`src/rtl/muldiv_unit.sv`:
```
// Iterative RV32M multiply/divide unit; optional zero-operand fast path under MULDIV_ZERO_BYPASS_EN.
// Latency: XLEN+2 edges from start to wb_en; divide-by-zero, signed overflow and zero bypass take 2 edges.
// Backpressure: none; busy stalls the core, a start while busy is dropped and kill aborts CALC/FIX.
module muldiv_unit #(
  parameter int XLEN   = 32,
  parameter int REG_AW = 5
) (
  input  logic              clk,
  input  logic              rst,
  input  logic              start,
  input  logic [2:0]        op,
  input  logic [XLEN-1:0]   rs1_val,
  input  logic [XLEN-1:0]   rs2_val,
  input  logic [REG_AW-1:0] rd_in,
  input  logic              kill,
  output logic              busy,
  output logic              wb_en,
  output logic [REG_AW-1:0] wb_addr,
  output logic [XLEN-1:0]   wb_data
);

  localparam int CW = $clog2(XLEN + 1);
  localparam logic [XLEN-1:0] MOST_NEG = {1'b1, {(XLEN-1){1'b0}}};

  typedef enum logic [1:0] {IDLE, CALC, FIX, DONE} state_t;
  state_t state, state_nxt;

  // acc_hi/acc_lo: product high/low halves for multiply, remainder/quotient for divide.
  // opnd: multiplicand for multiply, divisor for divide.
  logic [2:0]      op_q;
  logic            res_neg;
  logic [CW-1:0]   cnt;
  logic [XLEN-1:0] opnd, acc_hi, acc_lo;

  // Operand decode at launch
  logic            is_div, a_neg, b_neg, res_neg_in, div0, ovf, zero_byp, special, accept;
  logic [XLEN-1:0] a_abs, b_abs;

  assign is_div     = op[2];
  assign a_neg      = (op == 3'd1 || op == 3'd2 || op == 3'd4 || op == 3'd6) && rs1_val[XLEN-1];
  assign b_neg      = (op == 3'd1 || op == 3'd4 || op == 3'd6) && rs2_val[XLEN-1];
  assign a_abs      = a_neg ? -rs1_val : rs1_val;
  assign b_abs      = b_neg ? -rs2_val : rs2_val;
  // Remainder follows the dividend; everything else follows the xor of operand signs.
  assign res_neg_in = (op == 3'd6) ? a_neg : (a_neg ^ b_neg);
  assign div0       = is_div && (rs2_val == '0);
  assign ovf        = is_div && !op[0] && (rs1_val == MOST_NEG) && (rs2_val == '1);
`ifdef MULDIV_ZERO_BYPASS_EN
  assign zero_byp   = is_div ? ((rs1_val == '0) && (rs2_val != '0))
                             : ((rs1_val == '0) || (rs2_val == '0));
`else
  assign zero_byp   = 1'b0;
`endif
  assign special    = div0 || ovf || zero_byp;
  assign accept     = start && !kill && (state == IDLE || state == DONE);

  // Iteration step values
  logic [XLEN:0]   mul_sum, div_trial;
  assign mul_sum   = {1'b0, acc_hi} + (acc_lo[0] ? {1'b0, opnd} : '0);
  assign div_trial = {acc_hi, acc_lo[XLEN-1]} - {1'b0, opnd};

  // State register
  always_ff @(posedge clk or negedge rst) begin
    if (!rst) state <= IDLE;
    else      state <= state_nxt;
  end

  // Next-state logic; special results skip CALC and take a single FIX cycle to write back
  always_comb begin
    state_nxt = state;
    case (state)
      IDLE, DONE: state_nxt = accept ? (special ? FIX : CALC) : IDLE;
      CALC:       state_nxt = kill ? IDLE : ((cnt == CW'(1)) ? FIX : CALC);
      FIX:        state_nxt = kill ? IDLE : DONE;
      default:    state_nxt = IDLE;
    endcase
  end

  // Outputs decoded from state
  always_comb begin
    busy  = (state == CALC) || (state == FIX);
    wb_en = (state == DONE);
  end

  // Sign fix-up and result selection from the accumulators
  logic [2*XLEN-1:0] prod_fix;
  logic [XLEN-1:0]   quo_fix, rem_fix, result;
  always_comb begin
    prod_fix = res_neg ? -{acc_hi, acc_lo} : {acc_hi, acc_lo};
    quo_fix  = res_neg ? -acc_lo : acc_lo;
    rem_fix  = res_neg ? -acc_hi : acc_hi;
    case (op_q)
      3'd0:             result = prod_fix[XLEN-1:0];
      3'd1, 3'd2, 3'd3: result = prod_fix[2*XLEN-1:XLEN];
      3'd4, 3'd5:       result = quo_fix;
      default:          result = rem_fix;
    endcase
  end

  // Datapath: launch capture, one bit per CALC cycle, result latch on leaving FIX
  always_ff @(posedge clk or negedge rst) begin
    if (!rst) begin
      op_q    <= '0;
      res_neg <= 1'b0;
      cnt     <= '0;
      opnd    <= '0;
      acc_hi  <= '0;
      acc_lo  <= '0;
      wb_addr <= '0;
      wb_data <= '0;
    end else if (accept) begin
      op_q    <= op;
      wb_addr <= rd_in;
      cnt     <= CW'(XLEN);
      if (special) begin
        // Preload the accumulators so FIX selects the architectural special result.
        res_neg <= 1'b0;
        opnd    <= '0;
        acc_hi  <= div0 ? rs1_val : '0;
        acc_lo  <= div0 ? '1 : (ovf ? MOST_NEG : '0);
      end else begin
        res_neg <= res_neg_in;
        acc_hi  <= '0;
        acc_lo  <= is_div ? a_abs : b_abs;
        opnd    <= is_div ? b_abs : a_abs;
      end
    end else if (state == CALC) begin
      cnt <= cnt - CW'(1);
      if (op_q[2]) begin
        if (!div_trial[XLEN]) begin
          acc_hi <= div_trial[XLEN-1:0];
          acc_lo <= {acc_lo[XLEN-2:0], 1'b1};
        end else begin
          acc_hi <= {acc_hi[XLEN-2:0], acc_lo[XLEN-1]};
          acc_lo <= {acc_lo[XLEN-2:0], 1'b0};
        end
      end else begin
        acc_hi <= mul_sum[XLEN:1];
        acc_lo <= {mul_sum[0], acc_lo[XLEN-1:1]};
      end
    end else if (state == FIX && !kill) begin
      wb_data <= result;
    end
  end

endmodule
```
`config.mk`:
```
export PLATFORM = sky130hd
export DESIGN_NAME = muldiv_unit
export DESIGN_NICKNAME = d
export VERILOG_FILES = /design/src/rtl/muldiv_unit.sv
export SDC_FILE = /design/constraint.sdc
export NUM_CORES = 1
export LEC_CHECK = 0
export ABC_CLOCK_PERIOD_IN_PS = 4900
export BUFFER_PORTS_ARGS = -buffer_cell sky130_fd_sc_hd__buf_2
export CORE_MARGIN = 2
export CORE_UTILIZATION = 30
export CTS_CLUSTER_SIZE = 40
export DETAILED_ROUTE_END_ITERATION = 8
export PLACE_DENSITY = 0.46
export SLEW_MARGIN = 5
export SYNTH_ARGS = -nofsm -noshare
export SYNTH_HDL_FRONTEND = slang
export SYNTH_SLANG_ARGS = --single-unit
```
`constraint.sdc`:
```
create_clock -name clk -period 4.9 [get_ports clk]
set_input_delay 0.245 -clock clk [delete_from_list [all_inputs] [get_ports clk]]
set_output_delay 0.245 -clock clk [all_outputs]
set_load 0.005 [all_outputs]
```
# After elaboration in Yosys (flattened, before gate mapping)

Index checks and enable logic that the tools add are counted.

Bits in registers: 145
Input port bits: 76
Output and inout bits: 39
Word-level logic and storage cells: 95

Add/subtract/negate cells: 8
Equality and inequality tests: 15
Mux-type cells: 33
Bitwise operators: 3
Reduce and logical (&&, ||, !) cells: 27

Operators with widths:

| kind                                                | number |
|---|---|
| two-way mux 32 bit                                  | 20 |
| negation 32 bit                                     | 4 |
| case mux 32 bit (3 select lines)                    | 1 |
| equality test 32 bit, second input constant         | 2 |
| two-way mux 64 bit                                  | 1 |
| negation 64 bit                                     | 1 |
| adder 32 x 32 -> 33 bit                             | 1 |
| subtractor 33 x 32 -> 33 bit                        | 1 |
| logical NOT 32 bit                                  | 1 |
| equality test 3 bit, second input constant          | 4 |
| two-way mux 6 bit                                   | 2 |
| two-way mux 2 bit                                   | 5 |
| equality test 3 x 2 -> 1 bit, second input constant | 3 |
| logical AND 1 bit                                   | 9 |
| logical OR 1 bit                                    | 8 |
| equality test 3 x 1 -> 1 bit, second input constant | 2 |
| equality test 6 x 1 -> 1 bit, second input constant | 1 |
| case mux 2 bit (3 select lines)                     | 1 |
| subtractor 6 x 1 -> 6 bit, second input constant    | 1 |
| equality test 2 bit, second input constant          | 2 |
| OR reduction 2 bit                                  | 2 |
| logical NOT 3 bit                                   | 1 |
| two-way mux 1 bit                                   | 3 |
| AND reduction 3 bit                                 | 1 |
| 7 further kinds                                     | 9 |

# Longest topological paths before layout

Depth in word-level cells: 9
Mapped depth: 14

# Worst setup path after synthesis

Ideal clock, no wire load.

Path kind: flip-flop to flip-flop
Start point: reg acc_lo[31]
End point: reg acc_hi[18]
Setup time: 0.138 ns
Arrival time: 3.218 ns
Data required time: 4.762 ns
Setup slack: 1.544 ns
Cell stages (with the launch flop): 14
Buffers on the path: 2
Clock period less this slack: 3.356 ns
Cell sequence: dfrtp_1 inv_1 ha_1 fa_1 nand2b_1 a21o_1 a31o_2 o21ai_1 a31oi_1 xnor2_1 buf_2 buf_4 mux2i_1 o21ai_0

Cells in the longest elaborated chain, start to end: 5

Ends and longest elaborated chain:

| element                      | RTL line | RTL |
|---|---|---|
| start: declaration           | 33       | `logic [XLEN-1:0] opnd, acc_hi, acc_lo;` |
| start signal: assignment     | 120      | `acc_lo <= div0 ? '1 : (ovf ? MOST_NEG : '0);` |
| start signal: assignment     | 124      | `acc_lo <= is_div ? a_abs : b_abs;` |
| start signal: assignment     | 132      | `acc_lo <= {acc_lo[XLEN-2:0], 1'b1};` |
| subtractor 33 x 32 -> 33 bit | 60       | `assign div_trial = {acc_hi, acc_lo[XLEN-1]} - {1'b0, opnd};` |
| two-way mux 32 bit           | 130      | `if (!div_trial[XLEN]) begin` |
| two-way mux 32 bit           | 129      | `if (op_q[2]) begin` |
| two-way mux 32 bit           | 127      | `end else if (state == CALC) begin` |
| two-way mux 32 bit           | 111      | `end else if (accept) begin` |
| end signal: assignment       | 119      | `acc_hi <= div0 ? rs1_val : '0;` |
| end signal: assignment       | 131      | `acc_hi <= div_trial[XLEN-1:0];` |
| end signal: assignment       | 134      | `acc_hi <= {acc_hi[XLEN-2:0], acc_lo[XLEN-1]};` |
| end: declaration             | 33       |  |

No other way between the ends. The select of a mux whose other input is x is not followed.
A chain may end at the register's enable or synchronous reset.

# Worst setup path in the final report

Start point: reg acc_hi[0]
End point: reg wb_data[30]

Cells in the longest elaborated chain, start to end: 3

Ends and longest elaborated chain:

| element                                                         | RTL line | RTL |
|---|---|---|
| negation 64 bit / negation 32 bit (equally long branches)       | 89, 91   |  |
| two-way mux 64 bit / two-way mux 32 bit (equally long branches) | 89, 91   |  |
| case mux 32 bit (3 select lines) *                              | 92       | `case (op_q)` |
| end signal: assignment                                          | 142      | `wb_data <= result;` |
| end: declaration                                                | 19       | `output logic [XLEN-1:0] wb_data` |

Mark *: on every way between the ends. The rest lies on a longest branch, timed or not.

==> load_flow_metrics.sql <==
INSERT INTO impl_metrics (metric_group, metric, value, unit) VALUES
('drt', 'drt-total-wl', '65720', 'um'),
('timing', 'timing.final.crit_period', '3.989', 'ns'),
('critical_path', 'cp_data_arrival_time', '4.33', 'ns'),
('timing', 'tightestPinTransition', '1.047', 'ns'),
('drt', 'post_dr_vias_cell', '5.781', ''),
('run_status', 'run_status', 'complete, no violations', ''),
('synth', 'synthesis.area_per_instance', '7.302', 'um^2'),
('timing', 'maxSlewViolCount', '0', ''),
('critical_path', 'cp_class', 'register to register', ''),
('critical_path', 'critical_path_maximum_fanout', '8', ''),
('job', 'count_of_maximum_capacitance_violations', '0', ''),
('pwr', 'power.density_cell_area', '690.0', 'nW/um^2'),
('clock_tree', 'clock_path_buffers', '2', ''),
('timing', 'final.period_utilization', '81.40', '%'),
('layout', 'fin_area', '17060', 'um^2'),
('floorplan', 'die_span_in_x', '228.7', 'um'),
('clock_tree', 'post_cts.resized_instances', '0', ''),
('timing', 'final-hold-violation-count', '0', ''),
('hold_path', 'hold-path-cell-count', '3', ''),
('floorplan', 'pin_count', '115', ''),
('synth', 'netlist_top_cells_area', 'sky130_fd_sc_hd__dfrtp_1 24%, sky130_fd_sc_hd__o21ai_0 7.5%, sky130_fd_sc_hd__a21oi_1 6.5%', ''),
('layout', 'syn_to_final_growth', '12.63', '%'),
('critical_path', 'timing.critical_path.from_type', 'register', ''),
('floorplan', 'initial_utilization', '30.32', '%'),
('place', 'place_area', '16410', 'um^2'),
('clock_tree', 'cts.repair_timing.setup_buffer_count', '0', ''),
('clock_tree', 'cts_buf_count', '17', ''),
('synth', 'yosys.cell_count.top_type', 'sky130_fd_sc_hd__nand2_1', ''),
('synth', 'ys.warnings.count', '0', ''),
('drt', 'vias', '16190', ''),
('synth', 'synthFlopType', 'sky130_fd_sc_hd__dfrtp_1', ''),
('synth', 'synthDominantAreaCellType', 'sky130_fd_sc_hd__dfrtp_1', ''),
('synth', 'synth-async-reset-ratio', '100.0', '%'),
('drt', 'final_routed_drc_violation_total', '0', ''),
('place', 'buffer_ports.inserted', '114', ''),
('synth', 'synth.ff_latch_count', '145', ''),
('place', 'place_congestion', '0.8985', ''),
('synth', 'netlist_top_cells_count', '258 x sky130_fd_sc_hd__nand2_1, 228 x sky130_fd_sc_hd__o21ai_0, 196 x sky130_fd_sc_hd__a21oi_1', ''),
('clock_tree', 'numClockSinks', '145', ''),
('layout', 'final_layout_size_suffix_gt1_share', '11.32', '%'),
('layout', 'nNetsFinal', '2268', ''),
('clock_tree', 'cts-htree-levels', '4', ''),
('hold_path', 'timing.hold.worst.class', 'primary input to register', ''),
('place', 'estimated_wirelength_of_the_detail_placed_design', '49860', 'um'),
('critical_path', 'worst-endpoint-required', '5.25', 'ns'),
('layout', 'antenna_cells', '0', ''),
('timing', 'clock_skew', '0.01676', 'ns'),
('synth', 'synthDistinctLibCells', '82', ''),
('timing', 'rsz0062_at_grt', 'false', ''),
('drt', 'drt_pre_antenna_iters', '6', ''),
('synth', 'netlist_instances', '2075', ''),
('global_route', 'first_global_vias', '15110', ''),
('timing', 'totalNegativeSetupSlack', '0', 'ns'),
('drt', 'drt-initial-drc-count', '1516', ''),
('clock_tree', 'clkTransAtPathRegs', '0.08', 'ns'),
('timing', 'max_slew_margin', '29.96', '%'),
('pwr', 'vdd_ir_drop_max', '0.0002744', 'V'),
('global_route', 'antenna_found_initial', '2', ''),
('synth', 'syn-num-nets', '2227', ''),
('critical_path', 'cp-end-kind', 'register', ''),
('floorplan', 'die_height', '228.7', 'um'),
('global_route', 'global_route_wire_length_before_repair', '97780', 'um'),
('global_route', 'grt_overflow', '0', ''),
('global_route', 'grt_start_max_net_pins', '97', ''),
('floorplan', 'design.core.area', '49970', 'um^2'),
('synth', 'synth-edff-count', '0', ''),
('clock_tree', 'tritoncts_clock_tree', 'yes', ''),
('clock_tree', 'postCtsHoldBufs', '7', ''),
('critical_path', 'cell_count_of_the_worst_reg_to_reg_path', '10', ''),
('timing', 'setup_viol', '0', ''),
('timing', 'timing.fmax', '0.2507', 'GHz'),
('drt', 'wl_cell', '23.46', 'um'),
('synth', 'yosys.area.top_type_share', '23.95', '%'),
('global_route', 'grt_use_total', '24.62', '%'),
('synth', 'synth-seq-area-share', '23.95', '%'),
('drt', 'drt.antenna.violating_nets', '0', ''),
('clock_tree', 'clock_insertion_delay_worst_skew', '0.47', 'ns'),
('floorplan', 'fp.dieArea', '52320', 'um^2'),
('floorplan', 'std_cell_rows', '82', ''),
('synth', 'syn-cell-area', '15150', 'um^2'),
('pwr', 'cellLeakagePower', '7.010', 'nW'),
('clock_tree', 'clock_root_cell', 'sky130_fd_sc_hd__clkbuf_16', '');
-- power by group --
part / leakage (nW) / switching (mW) / internal, mW
Combinational: 4.95 / 4.95 / 2.93
Clock: 0.282 / 0.608 / 0.782
Sequential: 1.78 / 0.776 / 1.73
-- final cells by class --
cell class | instances | area [um^2]
Fill cell | 5406 | 32900
Clock inverter | 10 | 123.9
Multi-Input combinational cell | 1720 | 10760
Inverter | 65 | 244.0
Clock buffer | 22 | 464.2
Timing Repair Buffer | 167 | 1005
Tap cell | 672 | 840.8
Sequential cell | 145 | 3631
-- placed cells by master (no fill, tap or decap), types with 16 or more instances in the layout --
cell type	instances
sky130_fd_sc_hd__a21o_1	25
sky130_fd_sc_hd__a21oi_1	196
sky130_fd_sc_hd__a31oi_1	36
sky130_fd_sc_hd__and3_1	20
sky130_fd_sc_hd__buf_2	113
sky130_fd_sc_hd__buf_4	45
sky130_fd_sc_hd__clkbuf_16	17
sky130_fd_sc_hd__dfrtp_1	143
sky130_fd_sc_hd__ha_1	73
sky130_fd_sc_hd__inv_1	65
sky130_fd_sc_hd__mux2i_1	42
sky130_fd_sc_hd__nand2_1	258
sky130_fd_sc_hd__nand2b_1	20
sky130_fd_sc_hd__nand3_1	31
sky130_fd_sc_hd__nand4_1	27
sky130_fd_sc_hd__nor2_1	188
sky130_fd_sc_hd__nor3_1	52
sky130_fd_sc_hd__nor4_1	19
sky130_fd_sc_hd__o211ai_1	26
sky130_fd_sc_hd__o21a_1	16
sky130_fd_sc_hd__o21ai_0	228
sky130_fd_sc_hd__o31ai_1	29
sky130_fd_sc_hd__or3_1	17
sky130_fd_sc_hd__xnor2_1	83
sky130_fd_sc_hd__xor2_1	77
-- registers in the layout, indices dropped and copies added, names as in the netlist --
signal and count:
acc_hi 32, op_q 3, res_neg 1, opnd 32, wb_addr 5, acc_lo 32
cnt 6, state 2, wb_data 32
-- worst paths after layout --
| check | startpoint | end | slack [ns] |
|---|---|---|---|
| min reg2reg | wb_data[3] | wb_data[3] | 0.47 |
| max | acc_hi[0] | wb_data[30] | 0.91 |
| max in group asynchronous | rst | opnd[24] | 3.62 |
| min in group asynchronous | rst | wb_data[13] | 0.35 |
| min | op[1] | op_q[1] | 0.04 |
| max reg2reg | acc_hi[0] | wb_data[30] | 0.91 |
-- logic make-up (layout without fill, tap and decap cells) --
logic type / count (synthesis) / count (layout) / synth area share (%)
adders and majority gates: 76 / 76 / 6.375
AOI/OAI and AO/OA: 720 / 720 / 29.50
muxes: 50 / 50 / 3.369
and+or+nand+nor: 712 / 712 / 22.12
xor gates and xnor gates: 162 / 162 / 9.365
DFF: 145 / 145 / 23.95
buffers and inverters: 210 / 264 / 5.327
-- worst max-delay path, cell delays in order, from the launching register on --
cell                       delay, ns
sky130_fd_sc_hd__dfrtp_1        0.49
sky130_fd_sc_hd__inv_1          0.20
sky130_fd_sc_hd__ha_1           0.23
sky130_fd_sc_hd__or3b_2         0.48
sky130_fd_sc_hd__or3_1          0.42
sky130_fd_sc_hd__or3_1          0.53
sky130_fd_sc_hd__o41ai_1        0.65
sky130_fd_sc_hd__and3_1         0.26
sky130_fd_sc_hd__xnor2_1        0.06
sky130_fd_sc_hd__a221oi_1       0.44
sky130_fd_sc_hd__o21ai_1        0.10
-- metrics by stage --
step	total power, mW	hold slack [ns]	cells	setup WS [ns]	utilization, %
2_1_floorplan	7.591	-0.05059	2075	1.544	-
3_3_place_gp	10.26	0.3058	2762	1.068	32.83
3_5_place_dp	10.25	0.3004	2762	1.073	32.83
4_1_cts	11.69	0.02840	2801	1.050	34.15
5_1_grt	12.67	0.06150	2801	0.7865	34.15
6_report	11.77	0.04491	2801	0.9114	34.15
-- routing by layer --
| metal | GRT usage (%) | part of all wire, % | vias to the layer above |
|---|---|---|---|
| met3 | 2.994 | 5.6 | 79 |
| met4 | 9.252 | 3.4 | 2 |
| met5 | 0 | 0.021 | - |
| met2 | 39.07 | 45 | 525 |
| met1 | 34.13 | 46 | 7957 |
| li1 | - | - | 7629 |
Power figures use the tool's default switching activity.
